===== config.mk =====
export PLATFORM = sky130hd
export DESIGN_NAME = vga_text_console
export DESIGN_NICKNAME = d
export VERILOG_FILES = /design/src/rtl/vga_text_console_pkg.sv /design/src/rtl/vga_cursor.sv /design/src/rtl/vga_text_console.sv
export SDC_FILE = /design/constraint.sdc
export NUM_CORES = 1
export LEC_CHECK = 0
export ABC_AREA = 1
export ABC_CLOCK_PERIOD_IN_PS = 11000
export CAP_MARGIN = 5
export CORE_UTILIZATION = 60
export DETAILED_ROUTE_END_ITERATION = 7
export GPL_ROUTABILITY_DRIVEN = 0
export PLACE_DENSITY_LB_ADDON = 0.25
export SLEW_MARGIN = 20
export SYNTH_ARGS = -nofsm -noshare
export SYNTH_HDL_FRONTEND = slang
export SYNTH_HIERARCHICAL = 1
export SYNTH_SLANG_ARGS = --single-unit

===== constraint.sdc =====
create_clock -name clk_50M -period 11 [get_ports clk_50M]
set_clock_uncertainty 0.15 [all_clocks]
set_input_delay 1.1 -clock clk_50M [delete_from_list [all_inputs] [get_ports clk_50M]]
set_output_delay 1.1 -clock clk_50M [all_outputs]
set_load 0.02 [all_outputs]

===== src/rtl/vga_text_console_pkg.sv =====
// Shared types and constants for the VGA text console: ASCII control codes,
// console FSM states, cursor types and the bus word types.
package vga_text_console_pkg;

    typedef logic        bit_t;
    typedef logic [31:0] word_t;
    typedef logic [7:0]  ascii_t;
    typedef logic [7:0]  cursor_t;

    typedef struct packed {
        cursor_t row;
        cursor_t col;
    } cursor_pos_t;

    localparam ascii_t ASCII_SPACE = 8'h20;
    localparam ascii_t ASCII_CR    = 8'h0D;
    localparam ascii_t ASCII_LF    = 8'h0A;
    localparam ascii_t ASCII_BS    = 8'h08;
    localparam ascii_t ASCII_FF    = 8'h0C;

    typedef enum logic [1:0] {
        IDLE,
        CLR_LINE,
        CLR_SCREEN
    } console_state_t;

    typedef enum logic [2:0] {
        CUR_HOLD,
        CUR_ADVANCE,
        CUR_CR,
        CUR_LF,
        CUR_BS,
        CUR_HOME
    } cursor_cmd_t;

    function automatic bit_t is_printable(input ascii_t code);
        return (code >= 8'h20) && (code <= 8'h7E);
    endfunction

endpackage


===== src/rtl/vga_cursor.sv =====
// Cursor column/row registers: advance with row wrap, CR, LF, backspace and home.
// Exposes the cell index row*COLS+col at full bus width.
module vga_cursor
    import vga_text_console_pkg::*;
#(
    parameter int COLS = 100,
    parameter int ROWS = 37
) (
    input  logic        clk_50M,
    input  logic        rst,
    input  cursor_cmd_t cmd,
    output cursor_pos_t pos,
    output logic        at_last_col,
    output logic        at_first_col,
    output word_t       cell_addr
);

    localparam cursor_t LAST_COL = cursor_t'(COLS - 1);
    localparam cursor_t LAST_ROW = cursor_t'(ROWS - 1);

    cursor_t col_q, col_d;
    cursor_t row_q, row_d;
    cursor_t next_row;

    assign at_last_col  = (col_q == LAST_COL);
    assign at_first_col = (col_q == '0);
    // Ring-style wrap: there is no readback, so the display never scrolls.
    assign next_row     = (row_q == LAST_ROW) ? '0 : row_q + 8'd1;
    assign cell_addr    = word_t'(row_q) * word_t'(COLS) + word_t'(col_q);
    assign pos          = '{row: row_q, col: col_q};

    always_comb begin
        // NOTE: every always_comb output gets a default first so no path leaves it unassigned (no latch).
        col_d = col_q;
        row_d = row_q;
        case (cmd)
            CUR_ADVANCE: begin
                if (at_last_col) begin
                    col_d = '0;
                    row_d = next_row;
                end else begin
                    col_d = col_q + 8'd1;
                end
            end
            CUR_CR:   col_d = '0;
            CUR_LF: begin
                col_d = '0;
                row_d = next_row;
            end
            CUR_BS: begin
                if (!at_first_col) col_d = col_q - 8'd1;
            end
            CUR_HOME: begin
                col_d = '0;
                row_d = '0;
            end
            default: ;
        endcase
    end

    // NOTE: sequential state uses non-blocking (<=) so every flop samples pre-edge values.
    always_ff @(posedge clk_50M or posedge rst) begin
        if (rst) begin
            col_q <= '0;
            row_q <= '0;
        end else begin
            col_q <= col_d;
            row_q <= row_d;
        end
    end

endmodule


===== src/rtl/vga_text_console.sv =====
// Character-stream front end for the VGA text display: byte handshake, control-code
// decode, line/screen clear sequencer and registered one-cycle cell-write strobes.
module vga_text_console
    import vga_text_console_pkg::*;
#(
    parameter int COLS       = 100,
    parameter int ROWS       = 37,
    parameter int INIT_CLEAR = 1
) (
    input  logic        clk_50M,
    input  logic        rst,
    input  logic        char_valid,
    input  logic [7:0]  char_data,
    output logic        char_ready,
    output logic        write_op,
    output logic [31:0] bus_addr,
    output logic [31:0] bus_data,
    output logic [7:0]  cursor_col,
    output logic [7:0]  cursor_row,
    output logic        busy
);

    localparam int CELLS = COLS * ROWS;
    localparam int CNT_W = $clog2(CELLS);

    typedef logic [CNT_W-1:0] clr_cnt_t;

    localparam clr_cnt_t       LINE_LAST   = clr_cnt_t'(COLS - 1);
    localparam clr_cnt_t       SCREEN_LAST = clr_cnt_t'(CELLS - 1);
    localparam console_state_t RESET_STATE = (INIT_CLEAR != 0) ? CLR_SCREEN : IDLE;

    console_state_t state_q, state_d;
    clr_cnt_t       clr_cnt_q, clr_cnt_d;
    bit_t           clr_done_q, clr_done_d;
    bit_t           write_op_q, write_op_d;
    word_t          bus_addr_q, bus_addr_d;
    word_t          bus_data_q, bus_data_d;
    bit_t           char_ready_q, char_ready_d;
    bit_t           busy_q, busy_d;

    cursor_cmd_t    cursor_cmd;
    cursor_pos_t    cursor_pos;
    logic           at_last_col;
    logic           at_first_col;
    word_t          cell_addr;
    logic           accept;
    clr_cnt_t       clr_last;

    vga_cursor #(
        .COLS(COLS),
        .ROWS(ROWS)
    ) u_cursor (
        .clk_50M     (clk_50M),
        .rst         (rst),
        .cmd         (cursor_cmd),
        .pos         (cursor_pos),
        .at_last_col (at_last_col),
        .at_first_col(at_first_col),
        .cell_addr   (cell_addr)
    );

    assign accept   = char_valid && char_ready_q;
    assign clr_last = (state_q == CLR_LINE) ? LINE_LAST : SCREEN_LAST;

    always_comb begin
        state_d    = state_q;
        clr_cnt_d  = clr_cnt_q;
        clr_done_d = clr_done_q;
        write_op_d = 1'b0;
        bus_addr_d = bus_addr_q;
        bus_data_d = bus_data_q;
        cursor_cmd = CUR_HOLD;

        case (state_q)
            IDLE: begin
                if (accept) begin
                    if (is_printable(char_data)) begin
                        write_op_d = 1'b1;
                        bus_addr_d = cell_addr;
                        bus_data_d = {24'b0, char_data};
                        cursor_cmd = CUR_ADVANCE;
                        // The character write goes out now; the new row's clear follows.
                        if (at_last_col) begin
                            state_d   = CLR_LINE;
                            clr_cnt_d = '0;
                        end
                    end else begin
                        case (char_data)
                            ASCII_CR: cursor_cmd = CUR_CR;
                            ASCII_LF: begin
                                cursor_cmd = CUR_LF;
                                state_d    = CLR_LINE;
                                clr_cnt_d  = '0;
                            end
                            ASCII_BS: begin
                                if (!at_first_col) begin
                                    cursor_cmd = CUR_BS;
                                    write_op_d = 1'b1;
                                    bus_addr_d = cell_addr - 32'd1;
                                    bus_data_d = {24'b0, ASCII_SPACE};
                                end
                            end
                            ASCII_FF: begin
                                cursor_cmd = CUR_HOME;
                                state_d    = CLR_SCREEN;
                                clr_cnt_d  = '0;
                            end
                            default: ;
                        endcase
                    end
                end
            end

            CLR_LINE, CLR_SCREEN: begin
                // One idle cycle after the last write keeps ready low across every clear pulse.
                if (clr_done_q) begin
                    state_d    = IDLE;
                    clr_done_d = 1'b0;
                end else begin
                    write_op_d = 1'b1;
                    bus_data_d = {24'b0, ASCII_SPACE};
                    bus_addr_d = (state_q == CLR_LINE) ? cell_addr + word_t'(clr_cnt_q)
                                                       : word_t'(clr_cnt_q);
                    if (clr_cnt_q == clr_last) begin
                        clr_cnt_d  = '0;
                        clr_done_d = 1'b1;
                    end else begin
                        clr_cnt_d = clr_cnt_q + clr_cnt_t'(1);
                    end
                end
            end

            default: state_d = IDLE;
        endcase

        char_ready_d = (state_d == IDLE);
        busy_d       = (state_d != IDLE);
    end

    always_ff @(posedge clk_50M or posedge rst) begin
        if (rst) begin
            state_q      <= RESET_STATE;
            clr_cnt_q    <= '0;
            clr_done_q   <= 1'b0;
            write_op_q   <= 1'b0;
            bus_addr_q   <= '0;
            bus_data_q   <= '0;
            char_ready_q <= (RESET_STATE == IDLE);
            busy_q       <= (RESET_STATE != IDLE);
        end else begin
            state_q      <= state_d;
            clr_cnt_q    <= clr_cnt_d;
            clr_done_q   <= clr_done_d;
            write_op_q   <= write_op_d;
            bus_addr_q   <= bus_addr_d;
            bus_data_q   <= bus_data_d;
            char_ready_q <= char_ready_d;
            busy_q       <= busy_d;
        end
    end

    assign char_ready = char_ready_q;
    assign write_op   = write_op_q;
    assign bus_addr   = bus_addr_q;
    assign bus_data   = bus_data_q;
    assign busy       = busy_q;
    assign cursor_col = cursor_pos.col;
    assign cursor_row = cursor_pos.row;

endmodule


## Word level (Yosys, flattened, before mapping)

Cells that the tools add are included.

| cells by class | value |
|---|---|
| $add $sub $neg | 7 |
| multiply operators | 1 |
| magnitude comparators | 2 |
| eq/ne operators | 22 |
| mux-type cells | 46 |
| reductions and logical operators | 16 |

Operator list:

| kind | count |
|---|---|
| 32-bit 2-to-1 mux | 11 |
| 32-bit one-hot mux with 2 select lines | 2 |
| 12-bit 2-to-1 mux | 7 |
| 8-bit one-hot mux with 3 select lines | 2 |
| 32-bit by 12-bit adder with 32-bit output | 1 |
| 8-bit by 4-bit equality test with 1-bit output (second input constant) | 4 |
| 8-bit 2-to-1 mux | 4 |
| 32-bit by 1-bit subtractor with 32-bit output (second input constant) | 1 |
| 12-bit one-hot mux with 2 select lines | 1 |
| 15-bit by 8-bit adder with 16-bit output | 1 |
| 8-bit by 1-bit adder with 8-bit output (second input constant) | 2 |
| 8-bit by 5-bit multiplier with 13-bit output (second input constant) | 1 |
| 12-bit by 1-bit adder with 12-bit output (second input constant) | 1 |
| 12-bit equality test | 1 |
| 3-bit 2-to-1 mux | 4 |
| 3-bit one-hot mux with 4 select lines | 1 |
| 5-bit AND reduction | 2 |
| 3-bit inequality test (second input constant) | 3 |
| 8-bit by 6-bit equality test with 1-bit output (second input constant) | 1 |
| 8-bit by 7-bit equality test with 1-bit output (second input constant) | 1 |
| 8-bit by 6-bit greater-or-equal comparator with 1-bit output (second input constant) | 1 |
| 8-bit by 7-bit less-or-equal comparator with 1-bit output (second input constant) | 1 |
| 8-bit zero test | 1 |
| 2-bit 2-to-1 mux | 4 |
| other kinds (18) | 36 |

| storage, ports and cells | value |
|---|---|
| bits in registers | 98 |
| input bits | 11 |
| logic and storage cells | 104 |

## Longest topological paths before layout

Gate-level depths: netlist of the first run.

| depth | value |
|---|---|
| word-level depth | 10 |
| depth in mapped cells | 33 |

## By module

The synthesis of the first run kept the hierarchy.

Modules (own cells, without submodules):

| module | instances | cells each | area an instance (um^2) | seq. area each (um^2) |
|---|---|---|---|---|
| vga_text_console | 1 | 1035 | 5970.7 | 1453.9 |
| vga_cursor | 1 | 358 | 2438.6 | 400.4 |

## Worst setup path before layout of the first run

OpenSTA, ideal clock, no wires.

| timing | value |
|---|---|
| path kind | reg2reg |
| from | register u_cursor.row_q[2] |
| to | register bus_addr_q[12], in the netlist bus_addr[12] |
| setup time | 0.117 ns |
| arrival time | 4.136 ns |
| path slack | 6.597 ns |
| cell stages (with the launch flop) | 20 |
| path through | dfrtp_1 -> ha_1 -> ha_1 -> ha_1 -> fa_1 -> ha_1 -> inv_1 -> nor3_1 -> a21oi_1 -> nor2_1 -> xor2_1 -> ha_1 -> a21oi_1 -> inv_1 -> nor2_1 -> nand3_1 -> o21ai_0 -> nand2_1 -> nand2_1 -> nand2_1 |

| on the way | value |
|---|---|
| word-level cells in the longest chain between the ends | 8 |
| elaborated cells between the ends (all ways) | 11 |
| those cells by class | add/sub (3); mul (1); mux (7) |

RTL lines:

| what | line | source |
|---|---|---|
| start: declaration | vga_cursor.sv:22 | `cursor_t row_q, row_d;` |
| start signal: assignment | vga_cursor.sv:68 | `row_q <= row_d;` |
| 8-bit by 5-bit multiplier with 13-bit output * | vga_cursor.sv:29 | `assign cell_addr = word_t'(row_q) * word_t'(COLS) + word_t'(col_q);` |
| 15-bit by 8-bit adder with 16-bit output * | vga_cursor.sv:29 |  |
| named net cell_addr[11] | vga_text_console.sv:45 | `word_t cell_addr;` |
| 32-bit by 1-bit subtractor with 32-bit output | vga_text_console.sv:99 | `bus_addr_d = cell_addr - 32'd1;` |
| 32-bit 2-to-1 mux | vga_text_console.sv:96 | `if (!at_first_col) begin` |
| 32-bit 2-to-1 mux | vga_text_console.sv:88 | `case (char_data)` |
| 32-bit 2-to-1 mux | vga_text_console.sv:77 | `if (is_printable(char_data)) begin` |
| 32-bit 2-to-1 mux | vga_text_console.sv:76 | `if (accept) begin` |
| 32-bit one-hot mux with 2 select lines * | vga_text_console.sv:74 | `case (state_q)` |
| end signal: assignment | vga_text_console.sv:155 | `bus_addr_q <= bus_addr_d;` |
| end: declaration | vga_text_console.sv:36 | `word_t bus_addr_q, bus_addr_d;` |

Mark *: on every way through the listed nets, which the timed path passes. The rest lies on a longest branch. The select of a mux whose other input is x is not followed.
A chain may end at the register's enable or synchronous reset.

## Worst setup path in the final report of the first run

| timing | value |
|---|---|
| from | register u_cursor.row_q[2] |
| to | register bus_addr_q[14], in the netlist bus_addr[14] |

The elaborated chain is that of the path after synthesis.

==> results.cfg, run 1 <==
[setup_path]
critPathMaxFanout = 10
rrSetupSlack_ns = 5.92
crit_path_start = u_cursor/row_q[2]$_DFFE_PP0P_
cp-end-kind = register
timing.rr.start = u_cursor/row_q[2]$_DFFE_PP0P_
crit_type = register to register
worst-r2r-cell-count = 20
worstSetupStartpointType = register
r2r-end = bus_addr[14]$_DFFE_PP0P_
arrival_ns = 5.18
cp.required_ns = 11.09

[finish]
antenna_cells = 0
nets = 1509
multi_input_area_um2 = 5420
area_delta_synth_final_pct = 10.8
final_common_cell = nand2_1
fin_cells = 1615
final_cell_mix = nand2_1 (429), inv_1 (188), nor2_1 (166), nand3_1 (123), dfrtp_1 (72)
register_area_um2 = 1850
design_area_um2 = 9320
drive_above_1_share = 0.0341
nFillCells = 1198

[clocking]
postCtsResizedCells = 0
cts_tree = done
cts_sinks = 74
cts.clk_slew.worst_paths_ns = 0.07
cts_hold_buf = 0
clock_latency_ns = 0.35
post-cts-setup-buffers = 0
clockRootBuffer = clkbuf_16
clockBufferDepth = 2
numCtsBuffers = 9
htree_num_levels = 3

[hold_path]
min_delay_worst_endpoint = bus_addr[19]$_DFFE_PP0P_
hold_path_startpoint = bus_addr[19]$_DFFE_PP0P_
holdPathStages = 2
hold_path_class = register to register

[routing]
ant_nets = 0
drc_errors = 0
num_vias = 9192
drt-total-wl_um = 24400
dr.pass1.iters = 6
viasPerCell = 5.69
first_iter_violations = 1038
routedWlPerCell_um = 15.1

[sta]
timing.final.crit_share = 0.462
tightest_slew_ns = 0.845
fmax_ghz = 0.197
fin_crit_ns = 5.08
setup_tns_ns = 0
hold_viol_final = 0
maxSlewViolCount = 0
hold_ws_ns = 0.331
setup_violations = 0
max-slew-margin-rel = 0.435
grt_setup_unrepaired = false

[logic_synthesis]
ys_types = 38
netlist_area_um2 = 8410
synth_top_area_frac = 0.214
synth_area_per_cell_um2 = 6.04
async_flop_share = 1.00
ys.flop_type = dfrtp_1
synth-edff-count = 0
synth_cells = 1393
ys.warnings.count = 6
synth_area_leaders = dfrtp_1 (21%), nand2_1 (19%), ha_1 (8.8%)
yosysSeqAreaShare = 0.221
yosysTopAreaCell = dfrtp_1
ys_ff_latch = 74

[floorplan]
fp.coreArea_um2 = 13500
die_x_um = 120
dieHeight_um = 120
die_area_um2 = 14500
rows = 42
io_pins = 94
start_util = 0.625

[global_routing]
grt_pass1_wl_um = 40400
grt_util_all_layers = 0.350
gr-total-overflow = 0
antenna_found_initial = 0
grt_start_max_net_pins = 59
grt_pass1_vias = 8467

[placed_design]
io_buffer_count = 69
dp_cells = 1599
hpwl_um = 18400
place_area_um2 = 8940

[run]
drv_cap = 0

[outcome]
status = completed
## cell usage after synthesis (7+ instances only)
cell / number
nand3_1: 123
nand2_1: 429
inv_2: 7
nor3_1: 20
inv_1: 189
buf_4: 46
dfrtp_1: 72
buf_2: 24
a31oi_1: 12
nand4_1: 36
o21ai_0: 62
o21ai_1: 8
ha_1: 59
xor2_1: 23
a21oi_1: 50
nor2_1: 166
## flip-flops by register name (all words and copies together), names as in the netlist
| name | flops |
|---|---|
| u_cursor/row_q | 8 |
| char_ready | 1 |
| clr_cnt_q | 12 |
| busy | 1 |
| bus_data | 8 |
| u_cursor/col_q | 8 |
| bus_addr | 32 |
| write_op | 1 |
| clr_done_q | 1 |
| state_q | 2 |
## worst max-delay path, cell delays in order, from the launching register on
cell	delay, ns
dfrtp_1	0.45
ha_1	0.33
ha_1	0.31
ha_1	0.33
fa_1	0.49
ha_1	0.33
nand2_1	0.08
o21ai_0	0.19
nor2_1	0.09
nor2_1	0.25
nand2_1	0.11
xor2_1	0.67
nand2_1	0.25
nor3_1	0.32
nand2_1	0.08
nand2_1	0.17
a21oi_1	0.08
o21ai_0	0.09
nand2_1	0.07
nand2_1	0.07
nand2_1	0.06
## how the worst max path moves through the flow
stage	end	cells past startpoint
after floorplan	bus_addr[12]$_DFFE_PP0P_	19
after global placement	bus_addr[13]$_DFFE_PP0P_	19
after detailed placement	bus_addr[14]$_DFFE_PP0P_	20
after CTS	bus_addr[14]$_DFFE_PP0P_	20
after global routing	bus_addr[14]$_DFFE_PP0P_	20
final	bus_addr[14]$_DFFE_PP0P_	20
## logic make-up (layout without fill, tap and decap cells)
family,after synthesis,after routing,synth area share
buffers and inverters,276,284,0.152
and+or+nand+nor,805,805,0.406
adders and majority gates,64,64,0.0997
DFF,74,74,0.221
xor gates and xnor gates,28,28,0.0292
other,2,40,0.000893
AOI/OAI and AO/OA,144,144,0.0921
## per-layer routing
metal,track usage,routed length [µm],part of all wire
met1,0.431,9760,0.40
met2,0.574,11300,0.46
met3,0.0651,2150,0.088
met4,0.202,1230,0.050
met5,0,0,0
## through the flow
| step | utilization | setup WS [ns] |
|---|---|---|
| 2_1_floorplan | - | 6.60 |
| 3_3_place_gp | 0.665 | 6.22 |
| 3_5_place_dp | 0.665 | 6.02 |
| 4_1_cts | 0.693 | 6.01 |
| 5_1_grt | 0.693 | 5.60 |
| 6_report | 0.693 | 5.92 |
## cell type report
| type | count | share of cell area |
|---|---|---|
| Multi-Input combinational cell | 1081 | 0.582 |
| Tap cell | 176 | 0.0236 |
| Clock inverter | 6 | 0.0146 |
| Sequential cell | 74 | 0.199 |
| Timing Repair Buffer | 72 | 0.0765 |
| Inverter | 196 | 0.0789 |
| Clock buffer | 10 | 0.0256 |
Power of run 1 is not shown: default switching activity piles up to over one toggle a cycle in this logic, so the estimate is an artifact.
==> inputs of run 2 (changes only) <==
- ABC_CLOCK_PERIOD_IN_PS: 11000 -> 4700
- CORE_UTILIZATION: 60 -> 59
- clock period: 11 -> 4.7 ns (I/O delays scaled with it)
==> results.cfg, run 2 (synthesized netlist as in run 1, its figures left out) <==
[outcome]
status = completed

[finish]
antenna_cells = 0
final_common_cell = nand2_1
nets = 1526
final_cell_mix = nand2_1 (422), inv_1 (185), nor2_1 (151), nand3_1 (122)
drive_above_1_share = 0.0755
fin_cells = 1636
largest_reg_flops = 32
area_delta_synth_final_pct = 14.2

[floorplan]
rows = 43
die_area_um2 = 14700
die_x_um = 121
io_pins = 94
fp.coreArea_um2 = 13900
start_util = 0.606
dieHeight_um = 121

[clocking]
cts_sinks = 74
cts_tree = done
clockBufferDepth = 2
clock_latency_ns = 0.35
htree_num_levels = 3
clockRootBuffer = clkbuf_16
numCtsBuffers = 9
cts.clk_slew.worst_paths_ns = 0.07

[global_routing]
grt_pass1_vias = 8264
gr-total-overflow = 0
antenna_found_initial = 0
grt_util_all_layers = 0.340
grt_pass1_wl_um = 39200
grt_start_max_net_pins = 43

[setup_path]
timing.rr.start = u_cursor/row_q[2]$_DFFE_PP0P_
cp.required_ns = 4.79
crit_type = register to register
cp_slowest_stage_delay_ns = 0.46
rrSetupSlack_ns = 0.26
r2r-end = bus_addr[15]$_DFFE_PP0P_
critPathMaxFanout = 5
crit_slowest_cell = fa_1
arrival_ns = 4.54
cp_num_buf_inv = 5
crit_path_frequent_cell = nand2_1
cp-end-kind = register
worst-r2r-cell-count = 27
cp_top_family = adder cells
worstSetupStartpointType = register
cp.depth = 27

[routing]
viasPerCell = 5.54
first_iter_violations = 1003
ant_nets = 0
drt-total-wl_um = 24200
routedWlPerCell_um = 14.8
drc_errors = 0
dr.pass1.iters = 5
num_vias = 9056

[sta]
timing.final.crit_share = 0.946
setup_tns_ns = 0
fmax_ghz = 0.225
hold_viol_final = 0
setup_violations = 0
tightest_slew_ns = 0.932
maxSlewViolCount = 0
fin_crit_ns = 4.44
hold_ws_ns = 0.321
max-slew-margin-rel = 0.379

[placed_design]
hpwl_um = 18400
io_buffer_count = 69
dp_cells = 1615

[hold_path]
hold_path_class = primary input to asynchronous set/reset pin

[run]
drv_cap = 0
run 2: cell count changes in the layout (fill, tap and decap cells not counted), moves of 4 or more:
cell	previous run	this run
buf_4	3	20
nor2_1	166	151
nor2_2	6	17
nand2_1	429	422
nand2_2	4	11
ha_1	59	55
ha_4	0	4
nor2_4	3	7
run 2: worst max-delay path by stage:
stage	startpoint	to	slack, ns
after floorplan	u_cursor/row_q[2]$_DFFE_PP0P_	bus_addr[12]$_DFFE_PP0P_	0.30
after global placement	u_cursor/row_q[1]$_DFFE_PP0P_	bus_addr[22]$_DFFE_PP0P_	0.15
after detailed placement	u_cursor/row_q[1]$_DFFE_PP0P_	bus_addr[12]$_DFFE_PP0P_	-0.005
after CTS	u_cursor/row_q[1]$_DFFE_PP0P_	bus_addr[12]$_DFFE_PP0P_	0.02
after global routing	u_cursor/row_q[2]$_DFFE_PP0P_	bus_addr[21]$_DFFE_PP0P_	-0.07
final	u_cursor/row_q[2]$_DFFE_PP0P_	bus_addr[15]$_DFFE_PP0P_	0.26
run 2: layout make-up:
type	instances	area, µm²
inverter	196	736
fill	1227	4270
timing repair buffer	89	841
clock inverter	6	72.6
multi-input combinational	1081	5640
tap	180	225
sequential	74	1860
clock buffer	10	239
run 2: metrics by stage:
stage	setup slack [ns]	util	area (µm²)
2_1_floorplan	0.297	-	8550
3_3_place_gp	0.151	0.651	9040
3_5_place_dp	-0.00479	0.651	9040
4_1_cts	0.0172	0.674	9360
5_1_grt	-0.0731	0.692	9610
6_report	0.256	0.692	9610
run 2: metal layers:
| metal | routed length, µm | GRT usage |
|---|---|---|
| met5 | 0 | 0 |
| met4 | 1300 | 0.207 |
| met3 | 1830 | 0.0526 |
| met2 | 11200 | 0.542 |
| met1 | 9910 | 0.432 |
run 2: what timing repair did:
item / in CTS / in global routing
hold buffers: 0 / 0
endpoints found under the setup margin: 3 / 22
pin swaps: 0 / 7
buffers inserted: 0 / 5
gates resized for setup: 2 / 51
Power of run 2 is left out for the same reason.
